## config.mk

```make
export PLATFORM = sky130hd
export DESIGN_NAME = lcg_frame_source
export DESIGN_NICKNAME = d
export VERILOG_FILES = /design/src/rtl/lcg_frame_source.sv
export SDC_FILE = /design/constraint.sdc
export NUM_CORES = 1
export LEC_CHECK = 0
export CORE_MARGIN = 4
export CORE_UTILIZATION = 57
export DETAILED_ROUTE_END_ITERATION = 12
export DONT_BUFFER_PORTS = 1
export HOLD_SLACK_MARGIN = 0.12
export PLACE_DENSITY = 0.81
export SLEW_MARGIN = 20
export SYNTH_ARGS = -nofsm -noshare
export SYNTH_HDL_FRONTEND = slang
export SYNTH_SLANG_ARGS = --single-unit
```

## constraint.sdc

```tcl
create_clock -name clk -period 9.4 [get_ports clk]
set_input_delay 1.41 -clock clk [delete_from_list [all_inputs] [get_ports clk]]
set_output_delay 1.41 -clock clk [all_outputs]
set_load 0.005 [all_outputs]
```

## src/rtl/lcg_frame_source.sv

```systemverilog
// Stimulus source: packs consecutive 32-bit LCG words into WIDTH-bit frames
// and hands them over with a valid/ready handshake for a programmed frame count.
module lcg_frame_source #(
    parameter int          WIDTH        = 137,
    parameter logic [31:0] SEED_DEFAULT = 32'h15166570,
    parameter logic [31:0] MULT         = 32'h41C64E6D,
    parameter logic [31:0] INC          = 32'h3039
) (
    input  logic             clk,
    input  logic             rst,
    input  logic             seed_load,
    input  logic [31:0]      seed_in,
    input  logic             start,
    input  logic [31:0]      frame_count,
    output logic             out_valid,
    input  logic             out_ready,
    output logic [WIDTH-1:0] out_data,
    output logic             busy,
    output logic             done,
    output logic [31:0]      frames_sent,
    output logic [31:0]      rng_state_o
);
    localparam int NCHUNK = (WIDTH + 31) / 32;
    localparam int CIDX_W = (NCHUNK > 1) ? $clog2(NCHUNK) : 1;
    localparam logic [CIDX_W-1:0] LAST_IDX = CIDX_W'(NCHUNK - 1);

    typedef enum logic [1:0] {IDLE, FILL, HOLD, DONE} fsm_t;

    fsm_t              fsm, fsm_nxt;
    logic [31:0]       state;
    logic [31:0]       nxt;
    logic [31:0]       remaining;
    logic [CIDX_W-1:0] chunk_idx;
    logic [WIDTH-1:0]  shadow;
    logic [WIDTH-1:0]  frame_next;

    function automatic logic [31:0] lcg_step(input logic [31:0] s);
        return s * MULT + INC;
    endfunction

    assign nxt         = lcg_step(state);
    assign busy        = (fsm == FILL) || (fsm == HOLD);
    assign done        = (fsm == DONE);
    assign rng_state_o = state;

    // Merge the current chunk into the partial frame; bits past WIDTH are dropped.
    always_comb begin
        frame_next = shadow;
        for (int i = 0; i < WIDTH; i++) begin
            if (i[CIDX_W+4:5] == chunk_idx) frame_next[i] = nxt[i[4:0]];
        end
    end

    always_ff @(posedge clk or posedge rst) begin
        if (rst) fsm <= IDLE;
        else     fsm <= fsm_nxt;
    end

    always_comb begin
        fsm_nxt = fsm;
        case (fsm)
            IDLE, DONE: begin
                if (start) fsm_nxt = (frame_count == 32'd0) ? DONE : FILL;
            end
            FILL: begin
                if (chunk_idx == LAST_IDX) fsm_nxt = HOLD;
            end
            HOLD: begin
                if (out_ready) fsm_nxt = (remaining == 32'd1) ? DONE : FILL;
            end
            default: fsm_nxt = IDLE;
        endcase
    end

    // Partial frame needs no reset: every bit is rewritten before it is presented.
    always_ff @(posedge clk) begin
        if (fsm == FILL) shadow <= frame_next;
    end

    always_ff @(posedge clk or posedge rst) begin
        if (rst) begin
            state       <= SEED_DEFAULT;
            out_data    <= '0;
            out_valid   <= 1'b0;
            frames_sent <= 32'd0;
            remaining   <= 32'd0;
            chunk_idx   <= '0;
        end else begin
            case (fsm)
                IDLE, DONE: begin
                    if (seed_load) state <= seed_in;
                    if (start) begin
                        remaining   <= frame_count;
                        frames_sent <= 32'd0;
                        chunk_idx   <= '0;
                    end
                end
                FILL: begin
                    state <= nxt;
                    if (chunk_idx == LAST_IDX) begin
                        out_data  <= frame_next;
                        out_valid <= 1'b1;
                        chunk_idx <= '0;
                    end else begin
                        chunk_idx <= chunk_idx + 1'b1;
                    end
                end
                HOLD: begin
                    if (out_ready) begin
                        frames_sent <= frames_sent + 32'd1;
                        remaining   <= remaining - 32'd1;
                        out_valid   <= 1'b0;
                    end
                end
                default: ;
            endcase
        end
    end
endmodule

```

==> summary by stage, run 1 <==
Cells and area
The post-layout net count is 2,919. The library cell used most frequently in the layout, excluding fill and tap cells, is sky130_fd_sc_hd__inv_1. From synthesis to final layout, the design area changed by 7.69%. Once layout is complete, the utilization of the core stands at 0.625. The ratio of cells with drive above 1 in the final layout is 0.0868. Summing all non-filler instances in the final layout gives an area of 0.0271 mm^2. In the layout the commonest cells are sky130_fd_sc_hd__inv_1, sky130_fd_sc_hd__nand2_1, sky130_fd_sc_hd__dfrtp_1.

Job
Across the run, the number of max-cap violations was 0.

Worst setup path
The endpoint kind of the worst setup timing path is a flip-flop. The cell that appears most often on the critical path is sky130_fd_sc_hd__fa_1. The critical path goes through ha_1 -> xor2_1 -> ha_1 -> a21oi_1 -> fa_1 -> fa_1 -> inv_1 -> fa_1 -> fa_1 -> fa_1 -> inv_1 -> fa_1 -> inv_1 -> ha_1 -> nand2_1 -> nor3_1 -> nand3_1 -> o31ai_1 -> o21ai_0 -> o21ai_1 -> nor4_1 -> nor4_2 -> o21ai_0. The maximum fanout along the worst path is 11. The worst-path cell with the longest stage delay is sky130_fd_sc_hd__dfrtp_1. The kind of launch point of the worst setup path is a flip-flop. The largest single stage delay on the critical path is 740 ps. STA puts the critical path data arrival time at 8370 ps.

The data required time of the critical path is 9700 ps. By startpoint and endpoint, the worst setup path is classified as reg -> reg.

CTS
Clock-pin slew was measured on the worst setup and hold paths at 80 ps. The number of gates resized after CTS was 0. The post-CTS setup buffer count is 0. The clock reaches the later pin of the worst-skew pair after 580 ps. The number of buffers on the longest clock path is 3. Hold repair after CTS inserted 0 buffers.

The clock tree from TritonCTS is yes. The clock buffer count from CTS is 41. Clock tree synthesis found a total of 367 sinks.

CTS built an H-tree with a depth of 2. The CTS root buffer is sky130_fd_sc_hd__clkbuf_16.

Routing
The number of nets with antenna violations after routing is 0. The number of vias per cell is 5.76. The via count of the routed design is 17,700. The initial detailed-routing violation count is 1,453.

In the final routed layout, each cell accounts on average for 23.2 um. After detailed routing, the number of remaining DRC violations is 0. Summed over all layers, the routed wires come to 71,300 um. The count of TritonRoute iterations in the first routing pass is 7.

Logic synthesis
The share of synthesized area in the top cell type comes to 0.225. The number of enable flip-flop cells after synthesis is 128. The most instantiated flip-flop cell in the synthesis netlist is sky130_fd_sc_hd__dfrtp_1. The proportion of synthesized flip-flops having asynchronous set or reset is 0.651. In this run, distinct cell masters in the synthesized netlist total 67.

Synthesis produced a netlist with a net count of 2,950. For this run, the number of Yosys warnings is 0. The synthesized design spends more area on one cell type than any other, namely sky130_fd_sc_hd__dfrtp_1.

In the post-synthesis netlist, the biggest area contributors are sky130_fd_sc_hd__dfrtp_1, sky130_fd_sc_hd__edfxtp_1, sky130_fd_sc_hd__fa_1, sky130_fd_sc_hd__ha_1, sky130_fd_sc_hd__inv_1. The total of flip-flops plus latches after synthesis is 367. The average instance area after synthesis is 10.2 um^2. The sequential-to-total area share from yosys stat is 0.391. The synthesized netlist cell count is 2,476. Summing every instance area after synthesis gives 0.0252 mm^2.

Timing
The post-route minimum period is 8070 ps. The total count of hold-check failures in the final report is 0. The number of slew-limit violations in the final report is 0.

The final setup skew is 43.2 ps. The setup TNS is 0 ps. At the pin with the least slew margin, the transition time is 1080 ps. Setup violations remaining at the end of the flow were counted as 0.

Static timing analysis puts the maximum clock frequency at 0.124 GHz. Measured against its own limit, the worst slew margin works out to 0.280. Setup repair after global routing left no endpoint under its margin. The period utilization is 0.858.

Global route
The initial antenna violation count is 10. In the global route stage, overall resource usage came out at 0.302. The maximum number of pins on one net before global-route repair is 101. The via count of the first global-routing pass was 18,400. The aggregate global routing overflow is 0. The wire length of the first global-routing pass is 109,000 um.

Placed design
In this run the cell area measured after placement is 0.0257 mm^2. The sum of net half-perimeters after detailed placement is 54,100 um. At the end of routability-driven placement, the weighted congestion stood at 0.980. Buffers placed on the I/O ports in this run total 0.

Floorplan
The die outline height is 218 um. The region available for standard cell placement spans 0.0434 mm^2. The starting density of the core is 0.581. From left edge to right edge, the die measures 218 um.

The floorplan has 76 rows. The top-level I/O count is 273. The die covers 0.0476 mm^2.

Status
The flow ran to the end, and the final reports show no timing, DRC or antenna violations.

Min path
The min-delay analysis places its worst path in the category reg -> reg.
## logic make-up after synthesis
group | synth area share
xor gates and xnor gates | 0.0379
adders and majority gates | 0.257
AOI/OAI and AO/OA | 0.0744
DFF | 0.391
buffers and inverters | 0.0762
and+or+nand+nor | 0.109
muxes | 0.0548
## per-layer routing
| metal | track usage | part of all wire | vias to the layer above |
|---|---|---|---|
| met2 | 0.480 | 0.47 | 783 |
| met1 | 0.384 | 0.38 | 8753 |
| met3 | 0.103 | 0.11 | 158 |
| met4 | 0.119 | 0.043 | 4 |
| li1 | - | - | 7991 |
| met5 | 0 | 0.00039 | - |
## cell type report
| type | instances | area (um^2) |
|---|---|---|
| Fill cell | 3485 | 16200 |
| Timing Repair Buffer | 16 | 120 |
| Sequential cell | 367 | 9840 |
| Clock inverter | 22 | 236 |
| Inverter | 419 | 1580 |
| Tap cell | 585 | 732 |
| Multi-Input combinational cell | 1600 | 13500 |
| Antenna cell | 9 | 22.5 |
| Clock buffer | 52 | 1090 |
## Yosys cell counts, drive strengths merged (3+ instances only)
cell type,n
inv,419
nand2,404
dfrtp,226
ha,218
fa,187
o21ai,171
edfxtp,128
mux2,95
a21oi,88
nor2,88
clkbuf,80
xnor2,62
xor2,47
nand3,32
mux2i,31
nor4,18
nor3,16
nand4,15
and3,14
dfstp,13
o22ai,11
a21o,10
buf,10
o31ai,10
a32oi,8
nand2b,7
nor3b,7
a31oi,6
o21bai,6
or3,6
a211oi,5
nor2b,4
or4,4
or2,3
## per-stage QoR
step / hold slack [ps] / setup WS [ps] / instances
floorplan: 441 / 1450 / 2476
global placement: 452 / 1630 / 2987
detailed placement: 456 / 1460 / 2987
CTS: 471 / 1380 / 3061
global route: 489 / 900 / 3067
finish: 467 / 1330 / 3070
## worst paths after layout
check                                    start  cells after the start  slack [ps]              end
worst max-delay path            rng_state_o[7]                     23        1330       shadow[63]
worst min-delay path                shadow[22]                      2         470     out_data[22]
worst max register to register  rng_state_o[7]                     23        1330       shadow[63]
worst min register to register      shadow[22]                      2         470     out_data[22]
max in group asynchronous                  rst                      2        7050     out_data[48]
min in group asynchronous                  rst                      1         790  frames_sent[18]
## critical path: cells and delay by family, from the launching register on
kind / cells / cell delay (ps)
fa+ha+maj: 9 / 4000
compound gates: 5 / 1420
flops: 1 / 740
buf+inv: 3 / 150
simple gates: 5 / 1260
xor+xnor: 1 / 210
## registers in the layout (all words and copies together), names as in the netlist
register	cells
out_data	137
shadow	128
frames_sent	32
remaining	32
rng_state_o	32
chunk_idx	3
fsm	2
out_valid	1
Power of run 1 is not shown: default switching activity piles up to over one toggle a cycle in this logic, so the estimate is an artifact.
==> inputs of run 2 (changes only) <==
--- a/config.mk
+++ b/config.mk
@@ -6,11 +6,11 @@
 export NUM_CORES = 1
 export LEC_CHECK = 0
 export CORE_MARGIN = 4
-export CORE_UTILIZATION = 57
+export CORE_UTILIZATION = 45
 export DETAILED_ROUTE_END_ITERATION = 12
 export DONT_BUFFER_PORTS = 1
 export HOLD_SLACK_MARGIN = 0.12
-export PLACE_DENSITY = 0.81
+export PLACE_DENSITY = 0.71
 export SLEW_MARGIN = 20
 export SYNTH_ARGS = -nofsm -noshare
 export SYNTH_HDL_FRONTEND = slang
==> constraint.sdc (replaced) <==
create_clock -name clk -period 7.4 [get_ports clk]
set_input_delay 1.11 -clock clk [delete_from_list [all_inputs] [get_ports clk]]
set_output_delay 1.11 -clock clk [all_outputs]
set_load 0.005 [all_outputs]
==> run 2 against run 1 <==
Against the previous run:
- clock-buffer cell count is 1 lower
- design area up 3.2%
- register-to-register slack got worse by 1100 ps
- maximum frequency rose by 12%
- via count is 0.63% higher
- critical endpoint unchanged
- largest cell class unchanged
==> summary by stage, run 2 (same netlist as run 1, synthesis figures left out) <==
Placed design
In this run the tool buffered the top-level ports with 0 buffer cells. The HPWL after detailed placement is 56,600 um. At the end of routability-driven placement, the weighted congestion stood at 1.04.

Routing
In this run, the number of DRC markers left after iteration 0 of detailed routing was 1,451. The number of vias per cell is 5.41. For this run, design rule violations remaining after detail routing come to 0. The average wire per standard cell is 22.4 um. The final route contains 17,800 vias.

The highest layer touched by signal routing is met5. Detailed routing placed a total of 34,100 um of wire on met2. The final layout contains routed wiring with a total length of 73,600 um. The count of TritonRoute iterations in the first routing pass is 5. The number of nets with antenna violations after routing is 0. The amount of wire on met3 after detailed routing is 7980 um. For this block, wires on met1 add up to 28,000 um.

Floorplan
The die covers 0.0598 mm^2. The area of the placeable core is 0.0552 mm^2. The starting density of the core is 0.456. The top-level I/O count is 273. The die outline height is 245 um. Measured along the x axis, the die boundary spans 245 um.

The floorplan row count is 86.

Timing
Adding up every negative setup slack in the final design gives 0 ps. The timing-limited maximum frequency is 0.139 GHz. For the pin with the worst max-slew slack, the measured transition is 1030 ps.

Subtracting the final worst setup slack from the clock period gives 7210 ps. The final setup violation count is 0. The number of slew-limit violations in the final report is 0. On the final layout, the worst clock skew is 19.7 ps. The period utilization is 0.974.

The total count of hold-check failures in the final report came to 0. The relative slew slack is 0.310.

Min path
The path class of the lowest-slack min-delay path is reg -> reg. The startpoint identified for the worst hold timing path is shadow[25].

CTS
Clock-pin slew was measured on the worst setup and hold paths at 60 ps. The clock tree synthesis step divided the H-tree into 2 levels. The number of buffers on the longest clock path is 3.

The CTS root buffer is sky130_fd_sc_hd__clkbuf_16. For the worst-skew pair, the clock arrives at the later sink with an insertion delay of 580 ps. The clock tree from TritonCTS is yes. Clock tree synthesis inserted a total of 42 buffers. The total number of clock tree sinks is 367. In this run, post-CTS hold repair placed 0 buffers.

Cells and area
The largest registers in the layout are out_data (137), shadow (128). Registers take 0.00984 mm^2. The register with the most flip-flops in the final layout is out_data. The post-layout net count is 2,977. The number of fill cells in the layout is 4,834. The synthesis-to-finish area growth is 11.2%. In the final layout, the multi-input gates occupy 0.0137 mm^2. Leaving out fill and tap cells, the most frequent cells in the layout are sky130_fd_sc_hd__inv_1, sky130_fd_sc_hd__nand2_1, sky130_fd_sc_hd__dfrtp_1.

In the final layout, the share of cells above drive strength 1 is 0.119. The most frequent standard cell in the layout excluding fill and tap cells is sky130_fd_sc_hd__inv_1. The register with the most flip-flops in the layout has 137 of them.

Global route
The initial antenna violation count is 11. The via count of the first global-routing pass came to 18,800. The first global-routing pass estimated 113,000 um of wire. Entering global routing, the biggest net connects 126 pins. The total routing resource utilization after global routing is 0.245. The aggregate global routing overflow is 0.

Worst setup path
The kind of critical path is reg -> reg. The worst register-to-register path begins at rng_state_o[8]. Data on the critical path arrives at its endpoint at 7510 ps. The endpoint kind of the worst setup timing path is a flip-flop.

Tracing the worst setup path back leads to its startpoint at rng_state_o[8]. The worst setup path is launched from a flip-flop. At the worst endpoint, the required time is 7690 ps. Along the worst path, the maximum fanout reaches 7.

Job
The tool flagged a number of max-cap violations equal to 0.

Status
The flow ran to the end, and the final reports show no timing, DRC or antenna violations.
[run 2: final timing paths]
kind	cells past startpoint	slack, ps	endpoint
max	25	190	shadow[63]
min in group asynchronous	2	610	frames_sent[7]
max in group asynchronous	3	5430	out_data[90]
min	2	470	out_data[25]
max reg2reg	25	190	shadow[63]
min reg2reg	2	470	out_data[25]
[run 2: per-layer routing]
metal / vias up / GRT usage
li1: 8107 / -
met1: 8763 / 0.300
met2: 740 / 0.399
met3: 179 / 0.0904
met4: 12 / 0.0938
met5: - / 0
[run 2: critical path, stage by stage, from the launching register on]
cell,delay [ps]
sky130_fd_sc_hd__dfstp_2,620
sky130_fd_sc_hd__ha_2,360
sky130_fd_sc_hd__xor2_2,180
sky130_fd_sc_hd__ha_1,200
sky130_fd_sc_hd__a21oi_2,170
sky130_fd_sc_hd__fa_1,440
sky130_fd_sc_hd__fa_1,490
sky130_fd_sc_hd__inv_1,60
sky130_fd_sc_hd__fa_1,480
sky130_fd_sc_hd__fa_1,520
sky130_fd_sc_hd__fa_1,510
sky130_fd_sc_hd__inv_1,60
sky130_fd_sc_hd__fa_1,480
sky130_fd_sc_hd__inv_1,40
sky130_fd_sc_hd__ha_1,280
sky130_fd_sc_hd__buf_4,170
sky130_fd_sc_hd__nand2_1,80
sky130_fd_sc_hd__o2111ai_1,140
sky130_fd_sc_hd__a31oi_2,250
sky130_fd_sc_hd__o31ai_4,120
sky130_fd_sc_hd__o21ai_2,200
sky130_fd_sc_hd__o21ai_2,100
sky130_fd_sc_hd__a221o_1,360
sky130_fd_sc_hd__nor4_4,350
sky130_fd_sc_hd__buf_4,180
sky130_fd_sc_hd__o21ai_0,90
[run 2: metrics by stage]
| stage | utilization | cell area [um^2] | setup slack [ps] | hold WS [ps] | std cells |
|---|---|---|---|---|---|
| floorplan | - | 25200 | 289 | 441 | 2476 |
| finish | 0.507 | 28000 | 189 | 471 | 3290 |
| global placement | 0.478 | 26400 | 73.3 | 451 | 3205 |
| detailed placement | 0.478 | 26400 | -117 | 461 | 3205 |
| global route | 0.507 | 28000 | -188 | 498 | 3287 |
| CTS | 0.503 | 27800 | 24.4 | 477 | 3283 |
[run 2: area by class of cell]
type                    instances  area share
multi-input cells            1600       0.488
diodes                          5    0.000447
clock inverters                27     0.00912
flip-flops and latches        367       0.352
repair buffers                 73      0.0205
well taps                     748      0.0334
clock buffers                  51      0.0406
inverters                     419      0.0563
[run 2: repair_timing]
action / 4_1_cts / 5_1_grt
setup endpoints to repair: 4 / 37
gates cloned: 0 / 0
resized for setup: 4 / 32
setup buffers: 0 / 2
pin swaps: 0 / 0
Power of run 2 is left out for the same reason.
